## src/rtl/shift_pkg.sv

```systemverilog
// Shared definitions for the sequential shift units (SLL now, SRL/SRA later).
//   WIDTH          : datapath width in bits
//   SHW            : shift-amount width, $clog2(WIDTH)
//   KW             : width of the stage-index counter that walks SHW-1 down to 0
//   shift_state_t  : handshake/shift FSM states
package shift_pkg;

  localparam int unsigned WIDTH = 32;
  localparam int unsigned SHW   = 5;
  localparam int unsigned KW    = (SHW > 1) ? $clog2(SHW) : 1;

  typedef enum logic [1:0] {
    S_IDLE,
    S_SHIFT,
    S_DONE
  } shift_state_t;

endpackage

```

## src/rtl/sll_stage.sv

```systemverilog
// One barrel stage of the sequential left shifter.
//   acc      : current partial result
//   k        : stage index; this stage shifts by 2**k
//   bit_en   : shift-amount bit k; when low the value passes through
//   acc_next : acc << 2**k (zero-filled) when bit_en, else acc
module sll_stage #(
  parameter int unsigned WIDTH = 32,
  parameter int unsigned KW    = 3
) (
  input  logic [WIDTH-1:0] acc,
  input  logic [KW-1:0]    k,
  input  logic             bit_en,
  output logic [WIDTH-1:0] acc_next
);

  logic [WIDTH-1:0] shifted;

  always_comb begin
    shifted  = acc << (32'd1 << k);
    acc_next = bit_en ? shifted : acc;
  end

endmodule

```

## src/rtl/sll_seq.sv

```systemverilog
// Multi-cycle logical left shifter: one barrel stage per clock (2**(SHW-1) down to 1),
// fixed latency of SHW cycles, valid/ready on both the operand and result side.
//   clk, resetn          : clock (rising edge), asynchronous active-low reset
//   in_valid/in_ready    : operand handshake (a, shamt), accepted only in IDLE
//   a, shamt             : value to shift, shift amount
//   out_valid/out_ready  : result handshake; y held stable while out_valid
//   y                    : a << shamt (driven from acc in every state)
//   busy                 : high while shifting or holding a result
module sll_seq #(
  parameter int unsigned WIDTH = shift_pkg::WIDTH,
  parameter int unsigned SHW   = shift_pkg::SHW
) (
  input  logic             clk,
  input  logic             resetn,
  input  logic             in_valid,
  output logic             in_ready,
  input  logic [WIDTH-1:0] a,
  input  logic [SHW-1:0]   shamt,
  output logic             out_valid,
  input  logic             out_ready,
  output logic [WIDTH-1:0] y,
  output logic             busy
);

  import shift_pkg::*;

  localparam logic [KW-1:0] KStart = KW'(SHW - 1);

  shift_state_t     state_q, state_d;
  logic [WIDTH-1:0] acc_q, acc_d;
  logic [SHW-1:0]   sh_q, sh_d;
  logic [KW-1:0]    k_q, k_d;
  logic [WIDTH-1:0] acc_next;

  sll_stage #(
    .WIDTH (WIDTH),
    .KW    (KW)
  ) u_stage (
    .acc      (acc_q),
    .k        (k_q),
    .bit_en   (sh_q[k_q]),
    .acc_next (acc_next)
  );

  always_comb begin
    state_d = state_q;
    acc_d   = acc_q;
    sh_d    = sh_q;
    k_d     = k_q;
    unique case (state_q)
      S_IDLE: begin
        if (in_valid) begin
          acc_d   = a;
          sh_d    = shamt;
          k_d     = KStart;
          state_d = S_SHIFT;
        end
      end
      S_SHIFT: begin
        acc_d = acc_next;
        if (k_q == '0) begin
          // Re-arm the index so it idles at its reset value.
          k_d     = KStart;
          state_d = S_DONE;
        end else begin
          k_d = k_q - 1'b1;
        end
      end
      S_DONE: begin
        if (out_ready) state_d = S_IDLE;
      end
      default: state_d = S_IDLE;
    endcase
  end

  always_ff @(posedge clk or negedge resetn) begin
    if (!resetn) begin
      state_q <= S_IDLE;
      acc_q   <= '0;
      sh_q    <= '0;
      k_q     <= KStart;
    end else begin
      state_q <= state_d;
      acc_q   <= acc_d;
      sh_q    <= sh_d;
      k_q     <= k_d;
    end
  end

  always_comb begin
    in_ready  = (state_q == S_IDLE);
    out_valid = (state_q == S_DONE);
    busy      = (state_q != S_IDLE);
    y         = acc_q;
  end

endmodule

```

## config.mk

```make
export PLATFORM = sky130hd
export DESIGN_NAME = sll_seq
export DESIGN_NICKNAME = d
export VERILOG_FILES = /design/src/rtl/shift_pkg.sv /design/src/rtl/sll_stage.sv /design/src/rtl/sll_seq.sv
export SDC_FILE = /design/constraint.sdc
export NUM_CORES = 1
export LEC_CHECK = 0
export ABC_AREA = 1
export BUFFER_PORTS_ARGS = -buffer_cell sky130_fd_sc_hd__buf_4
export CAP_MARGIN = 40
export CORE_AREA = 2 2 82 84
export DETAILED_ROUTE_END_ITERATION = 16
export DIE_AREA = 0 0 84 86
export PLACE_DENSITY = 0.85
export SYNTH_ARGS = -nofsm -noshare
export SYNTH_HDL_FRONTEND = slang
export SYNTH_SLANG_ARGS = --single-unit
```

## constraint.sdc

```tcl
create_clock -name clk -period 3.6 [get_ports clk]
set_clock_uncertainty 0.15 [all_clocks]
set_input_delay 0.36 -clock clk [delete_from_list [all_inputs] [get_ports clk]]
set_output_delay 0.36 -clock clk [all_outputs]
set_load 0.05 [all_outputs]
```

==> flow_metrics.env, run 1 <==
export IMPL_ios=76
export IMPL_holdCritStartpoint="out_ready"
export IMPL_synth_edf_count=0
export IMPL_ys_flop_type="dfrtp_1"
export IMPL_yosysSeqAreaShare=0.284
export IMPL_start_util=0.591
export IMPL_maxCapViolCount=0
export IMPL_startpoint_type="flip-flop"
export IMPL_criticalPathCategory="reg2reg"
export IMPL_cts_buffers_inserted=5
export IMPL_areaGrowthSynthToFinish_pct=16.5
export IMPL_worstPathRequired_ps=3690
export IMPL_ant_nets=0
export IMPL_std_cell_rows=29
export IMPL_ys_types=33
export IMPL_setup_viol_count_final=0
export IMPL_cts_sinks=42
export IMPL_synthesis_nets=639
export IMPL_die_area_um2=7220
export IMPL_grt_usage=0.404
export IMPL_fp_dieH_um=86
export IMPL_final_seq_area_um2=1050
export IMPL_viasPerCell=6.53
export IMPL_syn_area_um2=3710
export IMPL_synthCells=598
export IMPL_syn_avg_cell_area_um2=6.20
export IMPL_outcome="completed"
export IMPL_grt_pass1_vias=4436
export IMPL_wl_mm=14.6
export IMPL_core_um2=6280
export IMPL_worstSetupEndpointType="flip-flop"
export IMPL_post_cts_buffers=0
export IMPL_fin_cells=730
export IMPL_hpwl_mm=10.6
export IMPL_hold_depth=2
export IMPL_max_slew_worst_pin_slew_ps=694
export IMPL_yosysTopAreaCellShare=0.277
export IMPL_yosysMostFrequentCell="nand2_1"
export IMPL_drv_slew=0
export IMPL_grt_max_degree=43
export IMPL_grt_pass1_wl_mm=22.9
export IMPL_htreeDepth=2
export IMPL_first_pass_iters=6
export IMPL_yosys_top_cells_area="dfrtp_1 (28%), nand3_1 (19%), nand2_1 (16%), a21oi_1 (7.0%), nor2_1 (5.2%)"
export IMPL_n_fill_cell=573
export IMPL_rsz0062_at_grt="false"
export IMPL_ys_ff_latch=42
export IMPL_setup_tns_ps=0
export IMPL_cp_arrival_ps=2870
export IMPL_multiInputGateArea_um2=2290
export IMPL_drive_above_1_share=0.179
export IMPL_gr_total_overflow=0
export IMPL_die_w_um=84
export IMPL_place_congestion=1.04
export IMPL_fin_nets=693
export IMPL_crit_start="state_q[0]"
export IMPL_clkLatencyLatePin_ps=310
export IMPL_max_slew_margin=0.537
export IMPL_vias=4768
export IMPL_hold_violations=0
export IMPL_antenna_found_initial=0
export IMPL_reg2reg_depth=8
export IMPL_dpl_cell_count=721
export IMPL_cts_root_buf="clkbuf_8"
export IMPL_r2r_start="state_q[0]"
export IMPL_async_flop_share=1.00
export IMPL_hold_class="in2reg"
export IMPL_yosysTopAreaCell="dfrtp_1"
export IMPL_fin_crit_sh=0.771
export IMPL_cts_tree="built"
export IMPL_fmax_mhz=360
export IMPL_layout_min_cycle_time_ps=2780
export IMPL_clkTransAtPathRegs_ps=90
export IMPL_synthTopCellsByCount="nand2_1 (159), nand3_1 (144), a21oi_1 (52), nor2_1 (51), dfrtp_1 (41)"
export IMPL_drc=0
export IMPL_num_antenna_cells=0
export IMPL_routedWlPerCell_um=20.0
export IMPL_cts_resized=0
export IMPL_cp_max_fo=37
export IMPL_drt_iter0_drc=659
export IMPL_clk_path_buf_depth=2
export IMPL_postCtsHoldBufs=1
export IMPL_io_buffers=75
export IMPL_ys_warn_count=0
-- cells in the final DEF (no fill, tap or decap), drive strengths merged --
cell type,count
buf,84
clkbuf,6
o21ai,17
and3,1
inv,38
nand2,162
and2,1
mux2,5
a21oi,53
nand3,146
dfrtp,41
clkinvlp,1
dlygate4sd3,1
dfstp,1
or2,1
nor3,1
nand4,24
clkinv,1
a22oi,6
nor2,54
a31oi,1
nand3b,4
o22ai,1
o211ai,3
-- cell type report --
cell class	count	area share
multi-input combinational	480	0.530
sequential	42	0.243
timing repair buffer	85	0.148
inverter	38	0.0336
tap	77	0.0223
clock buffer	6	0.0191
clock inverter	2	0.00290
-- worst paths after layout --
kind                         endpoint  slack [ps]
max reg2reg                     y[27]         820
max                             y[27]         820
max in group asynchronous       y[23]        2470
min                        state_q[1]         100
min in group asynchronous        y[8]         440
min reg2reg                   sh_q[1]         370
-- critical path, cell delays in order, from the launching register on --
cell and delay, ps:
dfrtp_1 390, inv_1 70, nor2_1 470, inv_2 460, nor2_1 620, inv_1 220
a21oi_1 180, nor2_1 60, nor2_1 80
-- per-layer routing --
metal  track usage  vias to the layer above  part of all wire
met5             0                        -                 0
met4         0.167                        0             0.038
met3        0.0905                       64              0.14
met2         0.617                      430              0.44
met1         0.555                     2134              0.39
li1              -                     2140                 -
-- cell families after synthesis --
logic type             count (synthesis)  synth area share
DFF                                   42             0.284
muxes                                  5            0.0152
buffers and inverters                 76            0.0985
AOI/OAI and AO/OA                     81             0.117
and+or+nand+nor                      394             0.486
-- flip-flops by register name, summed over array words and instances (netlist names) --
name	count
y	32
sh_q	5
k_q	3
state_q	2
-- per-stage QoR --
stage	setup WS, ps	utilization	hold WS (ps)	instance area, um^2
6_report	824	0.688	105	4320
5_1_grt	698	0.688	107	4320
4_1_cts	979	0.688	102	4320
3_5_place_dp	1000	0.672	244	4220
3_3_place_gp	1030	0.672	230	4220
2_1_floorplan	1130	-	-85.6	3710
Power of run 1 is left out: the tool's default activity adds up to more than one toggle a clock period on the data nets, which glitch-free logic cannot reach.
==> inputs of run 2 (changes only) <==
--- a/config.mk
+++ b/config.mk
@@ -8,10 +8,10 @@
 export ABC_AREA = 1
 export BUFFER_PORTS_ARGS = -buffer_cell sky130_fd_sc_hd__buf_4
 export CAP_MARGIN = 40
-export CORE_AREA = 2 2 82 84
+export CORE_AREA = 2 2 89 91
 export DETAILED_ROUTE_END_ITERATION = 16
-export DIE_AREA = 0 0 84 86
-export PLACE_DENSITY = 0.85
+export DIE_AREA = 0 0 91 93
+export PLACE_DENSITY = 0.76
 export SYNTH_ARGS = -nofsm -noshare
 export SYNTH_HDL_FRONTEND = slang
 export SYNTH_SLANG_ARGS = --single-unit
==> constraint.sdc (replaced) <==
create_clock -name clk -period 2.4 [get_ports clk]
set_clock_uncertainty 0.15 [all_clocks]
set_input_delay 0.24 -clock clk [delete_from_list [all_inputs] [get_ports clk]]
set_output_delay 0.24 -clock clk [all_outputs]
set_load 0.05 [all_outputs]
==> run 2 against run 1 <==
  * The run now ends with negative hold slack left
  * Via count increased by 0.17%
  * First-iteration DRC count decreased by 24%
  * Sequential share of layout area decreased by 2.1 points
  * Worst setup slack got worse by 710 ps
  * Maximum frequency increased by 22%
  * Non-clock buffer count increased by 38
  * Critical path depth increased by 4
  * Die area increased by 17%
  * Highest routed layer unchanged
==> flow_metrics.env, run 2 (same netlist as run 1, synthesis figures left out) <==
export IMPL_clkLatencyLatePin_ps=310
export IMPL_std_cell_rows=32
export IMPL_drv_slew=0
export IMPL_hpwl_mm=11.6
export IMPL_ios=76
export IMPL_first_pass_iters=5
export IMPL_clkTransAtPathRegs_ps=100
export IMPL_max_slew_worst_pin_slew_ps=576
export IMPL_hold_violations=1
export IMPL_cts_tree="built"
export IMPL_gr_total_overflow=0
export IMPL_criticalPathCategory="reg2reg"
export IMPL_setup_ws_ps=117
export IMPL_n_fill_cell=753
export IMPL_drive_above_1_share=0.224
export IMPL_antenna_found_initial=0
export IMPL_largest_reg_flops=32
export IMPL_worstPathRequired_ps=2450
export IMPL_core_um2=7530
export IMPL_clk_path_buf_depth=2
export IMPL_vias=4776
export IMPL_ant_nets=0
export IMPL_grt_pass1_vias=4503
export IMPL_grt_max_degree=43
export IMPL_die_w_um=91
export IMPL_rsz0062_at_grt="true"
export IMPL_final_seq_area_um2=1050
export IMPL_io_buffers=75
export IMPL_startpoint_type="flip-flop"
export IMPL_start_util=0.493
export IMPL_outcome="finished, violations left"
export IMPL_multiInputGateArea_um2=2300
export IMPL_num_antenna_cells=0
export IMPL_grt_usage=0.360
export IMPL_fin_nets=731
export IMPL_routedWlPerCell_um=19.2
export IMPL_cts_sinks=42
export IMPL_max_slew_margin=0.616
export IMPL_fp_dieH_um=93
export IMPL_setup_viol_count_final=0
export IMPL_die_area_um2=8460
export IMPL_crit_top_cell="nand2_1"
export IMPL_hold_ws_ps=-0.0425
export IMPL_htreeDepth=2
export IMPL_layout_min_cycle_time_ps=2280
export IMPL_fin_crit_sh=0.951
export IMPL_wl_mm=15.3
export IMPL_cts_root_buf="clkbuf_8"
export IMPL_cp_arrival_ps=2340
export IMPL_fmax_mhz=438
export IMPL_slowest_delay_ps=470
export IMPL_drc=0
export IMPL_viasPerCell=6.02
export IMPL_final_common_cell="nand2_1"
export IMPL_maxCapViolCount=0
export IMPL_cpMaxStageDelayCell="dfrtp_1"
export IMPL_violations="negative hold slack"
export IMPL_place_congestion=1.04
export IMPL_worstSetupEndpointType="flip-flop"
export IMPL_post_cts_buffers=0
export IMPL_drt_iter0_drc=503
export IMPL_hold_class="in2reg"
export IMPL_dp_slack_ps=168
export IMPL_cp_max_fo=10
export IMPL_crit_chain="buf_4 > nand2_1 > nor2_1 > inv_1 > nand2_1 > inv_2 > nand3_1 > and3_1 > nand2_1 > nand2_1 > nor2_1 > nor2_1"
export IMPL_areaGrowthSynthToFinish_pct=27.7
export IMPL_mostFrequentLayoutCells="nand2_1 (159), nand3_1 (144), buf_4 (115), a21oi_1 (52), nor2_1 (50)"
export IMPL_grt_pass1_wl_mm=23.9
export IMPL_cts_buffers_inserted=5
export IMPL_setup_tns_ps=0
-- run 2: stage by stage --
stage / cells / area [um^2] / utilization
5_1_grt: 793 / 4740 / 0.629
4_1_cts: 793 / 4730 / 0.628
3_3_place_gp: 782 / 4580 / 0.609
6_report: 793 / 4740 / 0.629
2_1_floorplan: 598 / 3710 / -
3_5_place_dp: 782 / 4580 / 0.609
-- run 2: cell type report --
type                       instances  area share
clock buffer                       5      0.0145
tap                              102      0.0269
multi-input combinational        480       0.486
clock inverter                     3     0.00951
timing repair buffer             123       0.210
inverter                          38      0.0306
sequential                        42       0.222
-- run 2: final timing paths --
check	start	end	slack (ps)	depth (start not counted)
worst max-delay path	k_q[0]	y[25]	120	12
worst min-delay path	a[0]	y[0]	-0.04	3
worst max register to register	k_q[0]	y[25]	120	12
worst min register to register	sh_q[4]	sh_q[4]	370	1
max in group asynchronous	resetn	k_q[1]	1370	2
min in group asynchronous	resetn	y[4]	310	2
-- run 2: what timing repair did --
action                                  in CTS  in global routing
hold buffers                                 3                  0
endpoints found under the setup margin       0                  9
hold endpoints to repair                    43                  0
resized for setup                            0                  3
-- run 2: worst max-delay path, delay by kind of cell, from the launching register on --
kind,cells,cell delay (ps)
AND/OR/NAND/NOR,9,860
buffers and inverters,3,680
flip-flops,1,470
-- run 2: routing by layer --
metal  global-route usage  routed length, um
met5                    0                  0
met4                0.146                596
met3               0.0459               1460
met2                0.588               7050
met1                0.485               6150
Power of run 2 is left out for the same reason.
